**config.mk**
```make
export PLATFORM = sky130hd
export DESIGN_NAME = i2c_txn_sequencer_flat
export DESIGN_NICKNAME = d
export VERILOG_FILES = /design/src/rtl/i2c_seq_pkg.sv /design/src/rtl/i2c_txn_sequencer_if.sv /design/src/rtl/i2c_txn_sequencer.sv /design/src/flat_wrapper.sv
export SDC_FILE = /design/constraint.sdc
export NUM_CORES = 1
export LEC_CHECK = 0
export ABC_AREA = 0
export BUFFER_PORTS_ARGS = -buffer_cell sky130_fd_sc_hd__buf_2
export CORE_UTILIZATION = 34
export CTS_CLUSTER_SIZE = 8
export DETAILED_ROUTE_END_ITERATION = 6
export GPL_TIMING_DRIVEN = 0
export PLACE_DENSITY = 0.56
export RECOVER_POWER = 100
export SYNTH_ARGS = -nofsm -noshare
export SYNTH_HDL_FRONTEND = slang
export SYNTH_SLANG_ARGS = --single-unit
```
**constraint.sdc**
```tcl
create_clock -name clk -period 6.7 [get_ports clk]
set_input_delay 1.005 -clock clk [delete_from_list [all_inputs] [get_ports clk]]
set_output_delay 1.005 -clock clk [all_outputs]
set_load 0.05 [all_outputs]
```
**src/rtl/i2c_seq_pkg.sv**
```systemverilog
// Shared types and constants for the I2C transaction sequencer: FSM states,
// transaction steps and the (m_start, m_stop) op codes understood by i2c_master.
package i2c_seq_pkg;

    localparam int MAX_LEN = 4;

    typedef enum logic [2:0] {
        IDLE,
        ISSUE,
        WAIT_ACC,
        WAIT_DONE,
        EVAL,
        RESP
    } state_t;

    typedef enum logic [3:0] {
        ST_START,
        ST_ADDR_W,
        ST_REG,
        ST_WDATA,
        ST_STOP1,
        ST_START2,
        ST_ADDR_R,
        ST_RDATA,
        ST_STOP
    } step_t;

    // Op codes as {m_start, m_stop}
    localparam logic [1:0] OP_START = 2'b10;
    localparam logic [1:0] OP_WRITE = 2'b00;
    localparam logic [1:0] OP_STOP  = 2'b01;
    localparam logic [1:0] OP_READ  = 2'b11;

    function automatic logic [1:0] step_op(step_t s);
        case (s)
            ST_START, ST_START2: step_op = OP_START;
            ST_STOP1, ST_STOP:   step_op = OP_STOP;
            ST_RDATA:            step_op = OP_READ;
            default:             step_op = OP_WRITE;
        endcase
    endfunction

endpackage

```
**src/rtl/i2c_txn_sequencer_if.sv**
```systemverilog
// Command, response and byte-master signals of the transaction sequencer.
// Handshake: a command transfers on the clock edge where cmd_valid && cmd_ready;
// rsp_valid is a one-cycle pulse with no back-pressure, and its fields hold until the next one.
interface i2c_txn_sequencer_if;
    import i2c_seq_pkg::*;

    logic        cmd_valid;
    logic        cmd_ready;
    logic        cmd_rw;
    logic [6:0]  cmd_dev_addr;
    logic [7:0]  cmd_reg_addr;
    logic [2:0]  cmd_len;
    logic [31:0] cmd_wdata;
    logic        rsp_valid;
    logic [31:0] rsp_rdata;
    logic        rsp_nack;
    logic        rsp_timeout;
    logic        busy;
    logic [7:0]  m_tx_data;
    logic        m_start;
    logic        m_stop;
    logic        m_i2c_en;
    logic        m_ready;
    logic        m_tx_done;
    logic [7:0]  m_rx_data;
    state_t      dbg_state;

    modport slave (
        input  cmd_valid, cmd_rw, cmd_dev_addr, cmd_reg_addr, cmd_len, cmd_wdata,
        output cmd_ready, rsp_valid, rsp_rdata, rsp_nack, rsp_timeout, busy,
        output m_tx_data, m_start, m_stop, m_i2c_en,
        input  m_ready, m_tx_done, m_rx_data,
        output dbg_state
    );

    modport master (
        output cmd_valid, cmd_rw, cmd_dev_addr, cmd_reg_addr, cmd_len, cmd_wdata,
        input  cmd_ready, rsp_valid, rsp_rdata, rsp_nack, rsp_timeout, busy,
        input  m_tx_data, m_start, m_stop, m_i2c_en,
        output m_ready, m_tx_done, m_rx_data,
        input  dbg_state
    );

endinterface

```
**src/rtl/i2c_txn_sequencer.sv**
```systemverilog
// Turns one register-level command into the START/addr/reg/data/STOP sequence of
// byte operations on i2c_master and returns a single response with read data and status.
module i2c_txn_sequencer
    import i2c_seq_pkg::*;
#(
    parameter int TIMEOUT_CYC = 16384
) (
    input  logic                clk,
    input  logic                reset,
    i2c_txn_sequencer_if.slave  bus
);

    localparam int TW = $clog2(TIMEOUT_CYC);
    localparam logic [TW-1:0] TMAX = TW'(TIMEOUT_CYC - 1);

    state_t      state_q, state_n;
    step_t       step_q, step_n;
    logic [2:0]  cnt_q, cnt_n;
    logic [2:0]  len_q, len_n;
    logic        rw_q, rw_n;
    logic [6:0]  dev_q, dev_n;
    logic [7:0]  reg_q, reg_n;
    logic [31:0] wdata_q, wdata_n;
    logic [31:0] rdata_q, rdata_n;
    logic        nack_q, nack_n;
    logic [TW-1:0] timer_q, timer_n;

    logic        cmd_ready_q, cmd_ready_n;
    logic        busy_q, busy_n;
    logic        rsp_valid_q, rsp_valid_n;
    logic [31:0] rsp_rdata_q, rsp_rdata_n;
    logic        rsp_nack_q, rsp_nack_n;
    logic        rsp_timeout_q, rsp_timeout_n;
    logic [7:0]  tx_q, tx_n;
    logic        start_q, start_n;
    logic        stop_q, stop_n;
    logic        en_q, en_n;

    logic        issue, abort, last_byte;
    step_t       nxt_step;
    logic [7:0]  nxt_tx;
    logic [2:0]  eff_len;

    // Clamp to MAX_LEN; a zero-length read still fetches one byte
    always_comb begin
        eff_len = (bus.cmd_len > 3'(MAX_LEN)) ? 3'(MAX_LEN) : bus.cmd_len;
        if (bus.cmd_rw && eff_len == 3'd0) begin
            eff_len = 3'd1;
        end
    end

    always_comb begin
        state_n       = state_q;
        step_n        = step_q;
        cnt_n         = cnt_q;
        len_n         = len_q;
        rw_n          = rw_q;
        dev_n         = dev_q;
        reg_n         = reg_q;
        wdata_n       = wdata_q;
        rdata_n       = rdata_q;
        nack_n        = nack_q;
        timer_n       = timer_q;
        rsp_valid_n   = 1'b0;
        rsp_rdata_n   = rsp_rdata_q;
        rsp_nack_n    = rsp_nack_q;
        rsp_timeout_n = rsp_timeout_q;
        tx_n          = tx_q;
        start_n       = start_q;
        stop_n        = stop_q;
        en_n          = en_q;
        issue         = 1'b0;
        abort         = 1'b0;
        nxt_step      = ST_STOP;
        nxt_tx        = 8'h00;
        last_byte     = (3'(cnt_q + 3'd1) == len_q);

        case (state_q)
            IDLE: begin
                if (bus.cmd_valid && cmd_ready_q) begin
                    rw_n     = bus.cmd_rw;
                    dev_n    = bus.cmd_dev_addr;
                    reg_n    = bus.cmd_reg_addr;
                    wdata_n  = bus.cmd_wdata;
                    len_n    = eff_len;
                    cnt_n    = 3'd0;
                    rdata_n  = 32'h0;
                    nack_n   = 1'b0;
                    issue    = 1'b1;
                    nxt_step = ST_START;
                end
            end
            ISSUE: begin
                timer_n = '0;
                state_n = WAIT_ACC;
            end
            WAIT_ACC: begin
                // The master leaving ready is the only proof it took the op
                if (!bus.m_ready) begin
                    en_n    = 1'b0;
                    start_n = 1'b0;
                    stop_n  = 1'b0;
                    timer_n = timer_q + 1'b1;
                    state_n = WAIT_DONE;
                end else if (timer_q == TMAX) begin
                    abort = 1'b1;
                end else begin
                    timer_n = timer_q + 1'b1;
                end
            end
            WAIT_DONE: begin
                if (bus.m_ready) begin
                    state_n = EVAL;
                end else if (timer_q == TMAX) begin
                    abort = 1'b1;
                end else begin
                    timer_n = timer_q + 1'b1;
                end
            end
            EVAL: begin
                case (step_q)
                    ST_START: begin
                        issue    = 1'b1;
                        nxt_step = ST_ADDR_W;
                        nxt_tx   = {dev_q, 1'b0};
                    end
                    ST_ADDR_W: begin
                        issue = 1'b1;
                        if (!bus.m_tx_done) begin
                            nack_n   = 1'b1;
                            nxt_step = ST_STOP;
                        end else begin
                            nxt_step = ST_REG;
                            nxt_tx   = reg_q;
                        end
                    end
                    ST_REG: begin
                        issue = 1'b1;
                        if (!bus.m_tx_done) begin
                            nack_n   = 1'b1;
                            nxt_step = ST_STOP;
                        end else if (rw_q) begin
                            nxt_step = ST_STOP1;
                        end else if (len_q == 3'd0) begin
                            nxt_step = ST_STOP;
                        end else begin
                            cnt_n    = 3'd0;
                            nxt_step = ST_WDATA;
                            nxt_tx   = wdata_q[7:0];
                        end
                    end
                    ST_WDATA: begin
                        issue = 1'b1;
                        if (!bus.m_tx_done) begin
                            nack_n   = 1'b1;
                            nxt_step = ST_STOP;
                        end else if (last_byte) begin
                            nxt_step = ST_STOP;
                        end else begin
                            cnt_n    = 3'(cnt_q + 3'd1);
                            nxt_step = ST_WDATA;
                            nxt_tx   = wdata_q[{cnt_n[1:0], 3'b000} +: 8];
                        end
                    end
                    ST_STOP1: begin
                        issue    = 1'b1;
                        nxt_step = ST_START2;
                    end
                    ST_START2: begin
                        issue    = 1'b1;
                        nxt_step = ST_ADDR_R;
                        nxt_tx   = {dev_q, 1'b1};
                    end
                    ST_ADDR_R: begin
                        issue = 1'b1;
                        if (!bus.m_tx_done) begin
                            nack_n   = 1'b1;
                            nxt_step = ST_STOP;
                        end else begin
                            cnt_n    = 3'd0;
                            nxt_step = ST_RDATA;
                        end
                    end
                    ST_RDATA: begin
                        issue = 1'b1;
                        rdata_n[{cnt_q[1:0], 3'b000} +: 8] = bus.m_rx_data;
                        if (last_byte) begin
                            nxt_step = ST_STOP;
                        end else begin
                            cnt_n    = 3'(cnt_q + 3'd1);
                            nxt_step = ST_RDATA;
                        end
                    end
                    default: begin
                        state_n       = RESP;
                        rsp_valid_n   = 1'b1;
                        rsp_rdata_n   = nack_q ? 32'h0 : rdata_q;
                        rsp_nack_n    = nack_q;
                        rsp_timeout_n = 1'b0;
                    end
                endcase
            end
            RESP: begin
                state_n = IDLE;
            end
            default: begin
                state_n = IDLE;
            end
        endcase

        if (issue) begin
            state_n           = ISSUE;
            step_n            = nxt_step;
            {start_n, stop_n} = step_op(nxt_step);
            tx_n              = nxt_tx;
            en_n              = 1'b1;
        end

        // A stuck op is abandoned without STOP; the parent must reset the master
        if (abort) begin
            state_n       = RESP;
            en_n          = 1'b0;
            start_n       = 1'b0;
            stop_n        = 1'b0;
            rsp_valid_n   = 1'b1;
            rsp_rdata_n   = 32'h0;
            rsp_nack_n    = nack_q;
            rsp_timeout_n = 1'b1;
        end

        cmd_ready_n = (state_n == IDLE);
        busy_n      = ~cmd_ready_n;
    end

    always_ff @(posedge clk) begin
        if (reset) begin
            state_q       <= IDLE;
            step_q        <= ST_START;
            cnt_q         <= 3'd0;
            len_q         <= 3'd0;
            rw_q          <= 1'b0;
            dev_q         <= 7'h0;
            reg_q         <= 8'h0;
            wdata_q       <= 32'h0;
            rdata_q       <= 32'h0;
            nack_q        <= 1'b0;
            timer_q       <= '0;
            cmd_ready_q   <= 1'b1;
            busy_q        <= 1'b0;
            rsp_valid_q   <= 1'b0;
            rsp_rdata_q   <= 32'h0;
            rsp_nack_q    <= 1'b0;
            rsp_timeout_q <= 1'b0;
            tx_q          <= 8'h0;
            start_q       <= 1'b0;
            stop_q        <= 1'b0;
            en_q          <= 1'b0;
        end else begin
            state_q       <= state_n;
            step_q        <= step_n;
            cnt_q         <= cnt_n;
            len_q         <= len_n;
            rw_q          <= rw_n;
            dev_q         <= dev_n;
            reg_q         <= reg_n;
            wdata_q       <= wdata_n;
            rdata_q       <= rdata_n;
            nack_q        <= nack_n;
            timer_q       <= timer_n;
            cmd_ready_q   <= cmd_ready_n;
            busy_q        <= busy_n;
            rsp_valid_q   <= rsp_valid_n;
            rsp_rdata_q   <= rsp_rdata_n;
            rsp_nack_q    <= rsp_nack_n;
            rsp_timeout_q <= rsp_timeout_n;
            tx_q          <= tx_n;
            start_q       <= start_n;
            stop_q        <= stop_n;
            en_q          <= en_n;
        end
    end

    assign bus.cmd_ready   = cmd_ready_q;
    assign bus.busy        = busy_q;
    assign bus.rsp_valid   = rsp_valid_q;
    assign bus.rsp_rdata   = rsp_rdata_q;
    assign bus.rsp_nack    = rsp_nack_q;
    assign bus.rsp_timeout = rsp_timeout_q;
    assign bus.m_tx_data   = tx_q;
    assign bus.m_start     = start_q;
    assign bus.m_stop      = stop_q;
    assign bus.m_i2c_en    = en_q;
    assign bus.dbg_state   = state_q;

endmodule

```
**src/flat_wrapper.sv**
```systemverilog
// flat-port wrapper written by rule: the top's interface ports become plain ports
module i2c_txn_sequencer_flat import i2c_seq_pkg::*;
#(
    parameter int TIMEOUT_CYC = 16384
)
  (clk, reset, bus_cmd_valid, bus_cmd_rw, bus_cmd_dev_addr, bus_cmd_reg_addr, bus_cmd_len, bus_cmd_wdata, bus_cmd_ready, bus_rsp_valid, bus_rsp_rdata, bus_rsp_nack, bus_rsp_timeout, bus_busy, bus_m_tx_data, bus_m_start, bus_m_stop, bus_m_i2c_en, bus_m_ready, bus_m_tx_done, bus_m_rx_data, bus_dbg_state);
  i2c_txn_sequencer_if bus_i ();
  input  logic clk;
  input  logic reset;
  input wire logic [$bits(bus_i.cmd_valid)-1:0] bus_cmd_valid;
  input wire logic [$bits(bus_i.cmd_rw)-1:0] bus_cmd_rw;
  input wire logic [$bits(bus_i.cmd_dev_addr)-1:0] bus_cmd_dev_addr;
  input wire logic [$bits(bus_i.cmd_reg_addr)-1:0] bus_cmd_reg_addr;
  input wire logic [$bits(bus_i.cmd_len)-1:0] bus_cmd_len;
  input wire logic [$bits(bus_i.cmd_wdata)-1:0] bus_cmd_wdata;
  output wire logic [$bits(bus_i.cmd_ready)-1:0] bus_cmd_ready;
  output wire logic [$bits(bus_i.rsp_valid)-1:0] bus_rsp_valid;
  output wire logic [$bits(bus_i.rsp_rdata)-1:0] bus_rsp_rdata;
  output wire logic [$bits(bus_i.rsp_nack)-1:0] bus_rsp_nack;
  output wire logic [$bits(bus_i.rsp_timeout)-1:0] bus_rsp_timeout;
  output wire logic [$bits(bus_i.busy)-1:0] bus_busy;
  output wire logic [$bits(bus_i.m_tx_data)-1:0] bus_m_tx_data;
  output wire logic [$bits(bus_i.m_start)-1:0] bus_m_start;
  output wire logic [$bits(bus_i.m_stop)-1:0] bus_m_stop;
  output wire logic [$bits(bus_i.m_i2c_en)-1:0] bus_m_i2c_en;
  input wire logic [$bits(bus_i.m_ready)-1:0] bus_m_ready;
  input wire logic [$bits(bus_i.m_tx_done)-1:0] bus_m_tx_done;
  input wire logic [$bits(bus_i.m_rx_data)-1:0] bus_m_rx_data;
  output wire logic [$bits(bus_i.dbg_state)-1:0] bus_dbg_state;
  assign bus_i.cmd_valid = bus_cmd_valid;
  assign bus_i.cmd_rw = bus_cmd_rw;
  assign bus_i.cmd_dev_addr = bus_cmd_dev_addr;
  assign bus_i.cmd_reg_addr = bus_cmd_reg_addr;
  assign bus_i.cmd_len = bus_cmd_len;
  assign bus_i.cmd_wdata = bus_cmd_wdata;
  assign bus_cmd_ready = bus_i.cmd_ready;
  assign bus_rsp_valid = bus_i.rsp_valid;
  assign bus_rsp_rdata = bus_i.rsp_rdata;
  assign bus_rsp_nack = bus_i.rsp_nack;
  assign bus_rsp_timeout = bus_i.rsp_timeout;
  assign bus_busy = bus_i.busy;
  assign bus_m_tx_data = bus_i.m_tx_data;
  assign bus_m_start = bus_i.m_start;
  assign bus_m_stop = bus_i.m_stop;
  assign bus_m_i2c_en = bus_i.m_i2c_en;
  assign bus_i.m_ready = bus_m_ready;
  assign bus_i.m_tx_done = bus_m_tx_done;
  assign bus_i.m_rx_data = bus_m_rx_data;
  assign bus_dbg_state = bus_i.dbg_state;
  i2c_txn_sequencer #(.TIMEOUT_CYC(TIMEOUT_CYC)) u_core (.clk(clk), .reset(reset), .bus(bus_i));
endmodule
```
# Word level (Yosys, flattened, before mapping)

Index checks and enable logic that the tools add are counted.

Bits in registers: 156
Bits of input ports: 64
Logic and storage cells: 156

$add $sub $neg: 3
$lt $le $gt $ge: 1
Equality and inequality tests: 30
Shift-type cells: 3
Mux-type cells: 71
Bitwise gates (word level): 2
Reductions and logical operators: 25

Operators by type and width:

| cell                                                 | number |
|---|---|
| 2-to-1 mux 32 bit                                    | 3 |
| case mux 32 bit (2 select lines)                     | 1 |
| 2-to-1 mux 8 bit                                     | 7 |
| 2-to-1 mux 14 bit                                    | 3 |
| 2-to-1 mux 3 bit                                     | 14 |
| case mux 14 bit (3 select lines)                     | 1 |
| case mux 8 bit (5 select lines)                      | 1 |
| 2-to-1 mux 4 bit                                     | 9 |
| bitwise mux 32 bit                                   | 1 |
| case mux 4 bit (8 select lines)                      | 1 |
| variable shift 8 x 7 -> 32 bit, first input constant | 1 |
| indexed part select 32 x 6 -> 8 bit                  | 1 |
| indexed part select 8 x 7 -> 32 bit                  | 1 |
| == test 4 x 3 -> 1 bit, second input constant        | 7 |
| 2-to-1 mux 1 bit                                     | 22 |
| inequality test 3 bit, second input constant         | 5 |
| case mux 3 bit (5 select lines)                      | 1 |
| adder 14 x 1 -> 14 bit, second input constant        | 1 |
| == test 14 bit, second input constant                | 1 |
| logical NOT 3 bit                                    | 4 |
| case mux 3 bit (4 select lines)                      | 1 |
| AND reduction 2 bit                                  | 5 |
| == test 4 x 2 -> 1 bit, second input constant        | 2 |
| logical NOT 4 bit                                    | 2 |
| 26 further kinds                                     | 40 |

# Depth between registers and ports, before layout

Depth in word-level cells: 10
Gate-level depth with buffers: 9

# Least setup slack after synthesis

OpenSTA, ideal clock, no wires.

Path type: register to register
Start: register u_core.cnt_q[0]
End: register u_core.tx_q[5] (netlist: u_core.bus.m_tx_data[5])
Library setup time: 0.117 ns
Data arrival time: 2.589 ns
Path slack: 3.994 ns
Stages on the path, launching flop included: 10
Period minus slack after synthesis: 2.706 ns
Cell sequence: dfxtp_1 > clkbuf_1 > inv_1 > ha_1 > buf_4 > buf_1 > mux4_2 > inv_1 > o21ai_0 > a22o_1

Cells in the longest elaborated chain, start to end: 6
Elaborated cells on any way between the ends: 7
Those cells by class: add/sub: 1; eq/ne: 1; shift: 1; mux: 4

RTL lines:

| item                                                                        | line                                              | text |
|---|---|---|
| start: declaration                                                          | i2c_txn_sequencer.sv:18                           | `logic [2:0] cnt_q, cnt_n;` |
| start signal: assignment                                                    | i2c_txn_sequencer.sv:261                          | `cnt_q <= cnt_n;` |
| adder 3 x 1 -> 3 bit *                                                      | i2c_txn_sequencer.sv:76, i2c_txn_sequencer.sv:160 |  |
| indexed part select 32 x 6 -> 8 bit / == test 3 bit (equally long branches) | i2c_txn_sequencer.sv:162, i2c_txn_sequencer.sv:76 |  |
| 2-to-1 mux 8 bit *                                                          | i2c_txn_sequencer.sv:157                          | `end else if (last_byte) begin` |
| 2-to-1 mux 8 bit *                                                          | i2c_txn_sequencer.sv:154                          | `if (!bus.m_tx_done) begin` |
| case mux 8 bit (5 select lines) *                                           | i2c_txn_sequencer.sv:121                          | `case (step_q)` |
| 2-to-1 mux 8 bit *                                                          | i2c_txn_sequencer.sv:78                           | `case (state_q)` |
| end signal: assignment                                                      | i2c_txn_sequencer.sv:276                          | `tx_q <= tx_n;` |
| end: declaration                                                            | i2c_txn_sequencer.sv:34                           | `logic [7:0] tx_q, tx_n;` |

Mark *: on every way between the ends. The rest lies on a longest branch, timed or not.
A chain may end at the register's enable or synchronous reset.

# Final worst setup path

Start: register u_core.cnt_q[0]
End: register u_core.start_q (netlist: u_core.bus.m_start)

Cells in the longest elaborated chain, start to end: 10
Elaborated cells on any way between the ends: 16
Those cells by class: add/sub: 1; eq/ne: 5; mux: 7; reduce/logical: 3

RTL lines:

| item                                                 | line                     | text |
|---|---|---|
| adder 3 x 1 -> 3 bit *                               | i2c_txn_sequencer.sv:76  | `last_byte = (3'(cnt_q + 3'd1) == len_q);` |
| == test 3 bit *                                      | i2c_txn_sequencer.sv:76  |  |
| 2-to-1 mux 4 bit                                     | i2c_txn_sequencer.sv:157 |  |
| 2-to-1 mux 4 bit                                     | i2c_txn_sequencer.sv:154 |  |
| case mux 4 bit (8 select lines) *                    | i2c_txn_sequencer.sv:121 |  |
| case mux 4 bit (2 select lines) *                    | i2c_txn_sequencer.sv:78  |  |
| == test 4 x 3 -> 1 bit, or another cell as far along | i2c_seq_pkg.sv:35        | `case (s)` |
| OR reduction 2 bit                                   | i2c_seq_pkg.sv:35        |  |
| case mux 2 bit (3 select lines) *                    | i2c_seq_pkg.sv:35        |  |
| 2-to-1 mux 1 bit *                                   | i2c_txn_sequencer.sv:211 | `if (issue) begin` |
| end signal: assignment                               | i2c_txn_sequencer.sv:277 | `start_q <= start_n;` |
| end: declaration                                     | i2c_txn_sequencer.sv:35  | `logic start_q, start_n;` |

Marks and branches as above.

==> flow_metrics.py <==
metrics = {
    "run_status": {
        "status": "complete, but fails checks",
        "violations": "max-capacitance violations, max-slew violations",
    },
    "setup_path": {
        "critPathLaunchType": "flip-flop",
        "cp.arrival_ns": 4.81,
        "critPathCaptureType": "flip-flop",
        "cp.required_ns": 7.06,
        "crit_path_frequent_cell": "clkbuf_1",
        "worst-path-buf-inv": 3,
        "crit_path_top_delay_cell": "o311ai_0",
        "crit_fanout": 10,
        "path_delay_family": "compound AO/OA/AOI/OAI gates",
        "path_cells": "clkbuf_1 > inv_1 > ha_1 > clkbuf_1 > xor2_1 > o311ai_0 > nand2b_1 > or3_1 > a22oi_2",
        "critPathKind": "reg -> reg",
        "crit_path_max_incr_delay_ns": 1.33,
    },
    "synthesis": {
        "ys.warnings.count": 0,
        "ys.flop_type": "dfxtp_1",
        "synth-edff-count": 0,
        "synth_nets": 913,
        "synth_seq_cells": 156,
        "synth_cell_types": 72,
        "async_reset_ff_frac": 0,
        "ys_seq_area_frac": 0.4438,
        "synthCells": 843,
        "syn_area_sq_um": 7037,
        "syn_avg_cell_area_sq_um": 8.347,
    },
    "global_routing": {
        "grt_overflow": 0,
        "grt_pass1_vias": 6231,
        "grt_max_degree": 17,
        "grt_use_total": 0.1974,
        "antenna_found_initial": 0,
        "grt_first_pass_wirelength_mm": 32.73,
    },
    "sta": {
        "finClkSkew_ns": 0.008856,
        "finalSetupViolations": 0,
        "setup_slack_ns": 2.243,
        "worst_slew_pin_slew_ns": 1.557,
        "finalHoldViolations": 0,
        "fin_setup_tns_ns": 0,
        "rsz0062_at_grt": "no",
        "fin_crit_ns": 4.457,
        "fin_crit_sh": 0.6653,
        "fmax_mhz": 224.3,
        "holdWs_ns": 0.4466,
        "relSlewSlack": -0.05119,
        "drv_slew": 10,
    },
    "route": {
        "drc": 0,
        "via_per_inst": 5.164,
        "drt-initial-drc-count": 388,
        "ant_nets": 0,
        "num_vias": 6491,
        "routed_wl_mm": 20.67,
        "dr.pass1.iters": 6,
        "routedWlPerCell_um": 16.44,
    },
    "power_and_ir_drop": {
        "leakage_nw": 2.882,
        "powerDensity_nw_per_um2": 260.8,
        "irDropWorstVdd_mv": 0.1571,
    },
    "clock_network": {
        "cts.clk_slew.worst_paths_ns": 0.06,
        "clock_path_buffers": 2,
        "hold_buffers": 0,
        "numCtsBuffers": 17,
        "postCtsSetupRepairBufs": 0,
        "clock-root-buffer": "clkbuf_16",
        "h-tree-depth": 4,
        "clkLatencyLatePin_ns": 0.43,
        "tritoncts": "done",
        "cts_sinks": 156,
        "postCtsResizedCells": 0,
    },
    "place": {
        "gp_congestion": 0.8409,
        "dpl.hpwl_mm": 15.32,
        "port_buffers": 114,
        "place_ws_ns": 3.271,
    },
    "floorplan": {
        "initial_core_util": 0.3478,
        "dieWidth_um": 145.9,
        "rows": 52,
        "boundaryPins": 115,
        "dieArea_sq_um": 21280,
        "coreArea_sq_um": 20230,
        "die_h_um": 145.9,
    },
    "layout": {
        "nFillCells": 2174,
        "final_layout_size_suffix_gt1_frac": 0.1175,
        "area_delta_synth_final_pct": 18.85,
        "nets": 1046,
        "diodes": 0,
        "fin_util": 0.4133,
    },
    "flow_run": {
        "cap_violations": 1,
    },
    "worst_hold_path": {
        "hold_class": "reg -> reg",
    },
}
final timing paths:
kind                     startpoint                  to  slack [ns]  cells after the start
setup / recovery    u_core.cnt_q[0]  u_core.bus.m_start        2.24                      9
hold / removal    u_core.rdata_q[0]   u_core.rdata_q[0]        0.45                      2
setup reg to reg    u_core.cnt_q[0]  u_core.bus.m_start        2.24                      9
hold reg to reg   u_core.rdata_q[0]   u_core.rdata_q[0]        0.45                      2
per-layer routing:
layer	wire length [um]	GRT usage
met2	9298	0.3115
met4	316	0.06158
met3	924	0.03762
met1	10130	0.2712
met5	0	0
cell usage after synthesis (7+ instances only):
master,instances,area share
clkbuf_1,38,0.020
inv_1,17,0.0091
o21ai_0,24,0.017
a211oi_1,9,0.0096
buf_2,10,0.0071
a21oi_1,134,0.095
nor3_1,11,0.0078
dfxtp_1,156,0.44
nand3_1,31,0.022
nor2_1,54,0.029
a222oi_1,7,0.010
nand4_1,17,0.015
mux4_2,8,0.026
nor3b_1,33,0.035
nand2b_1,16,0.014
a22o_1,8,0.010
nor2b_1,10,0.0089
nand2_1,152,0.081
tightest hold or removal path, delay by kind of cell (launching register included):
family | cells | cell delay [ns]
AND/OR/NAND/NOR | 1 | 0.05
AO/OA/AOI/OAI | 1 | 0.05
flip-flops | 1 | 0.30
stage by stage:
step / instance area [sq um] / instances / power (mW)
after floorplan: 7037 / 843 / 1.161
after global placement: 7945 / 1227 / 1.253
after detailed placement: 7945 / 1227 / 1.255
after CTS: 8514 / 1257 / 2.201
after global routing: 8363 / 1257 / 2.263
final: 8363 / 1257 / 2.181
flip-flops by register name, indices dropped and copies added (netlist names), 3 cells and up:
register	flops
u_core.bus.rsp_rdata	32
u_core.len_q	3
u_core.timer_q	14
u_core.wdata_q	32
u_core.bus.dbg_state	3
u_core.dev_q	7
u_core.cnt_q	3
u_core.bus.m_tx_data	8
u_core.reg_q	8
u_core.step_q	4
u_core.rdata_q	32
layout make-up:
cell class	instances	area, sq um	area share
plain buffers	56	222.7	0.02663
clock buffers	24	481.7	0.05760
clock inverters	6	87.58	0.01047
inverters	17	63.81	0.007630
multi-input cells	614	3541	0.4234
flip-flops and latches	156	3123	0.3734
well taps	270	337.8	0.04039
repair buffers	114	505.5	0.06044
kinds of logic after synthesis:
group           Yosys count  synth area share
mux                       9           0.02703
fa+ha+maj                 6           0.01067
compound gates          226            0.1974
simple gates            367            0.2665
flops                   156            0.4438
buf+inv                  73           0.04499
xor+xnor                  6          0.009602
placed cells by master (no fill, tap or decap), types with 8 or more instances in the layout:
| master | count |
|---|---|
| nor2b_1 | 10 |
| inv_1 | 17 |
| nand2b_1 | 16 |
| clkbuf_16 | 17 |
| nand4_1 | 18 |
| a211oi_1 | 9 |
| nor2_1 | 54 |
| nor3b_1 | 34 |
| nor3_1 | 11 |
| dfxtp_1 | 156 |
| o21ai_0 | 24 |
| nand2_1 | 152 |
| nand3_1 | 31 |
| buf_2 | 72 |
| a22o_1 | 8 |
| mux4_2 | 8 |
| a21oi_1 | 135 |
| clkbuf_1 | 100 |
power breakdown:
group	internal, mW	switching (mW)	total [mW]
sequential	0.960	0.0218	0.982
clock	0.574	0.376	0.950
combinational	0.0760	0.173	0.249
total	1.61	0.571	2.18
No activity file was read; power rests on OpenSTA's default activity.
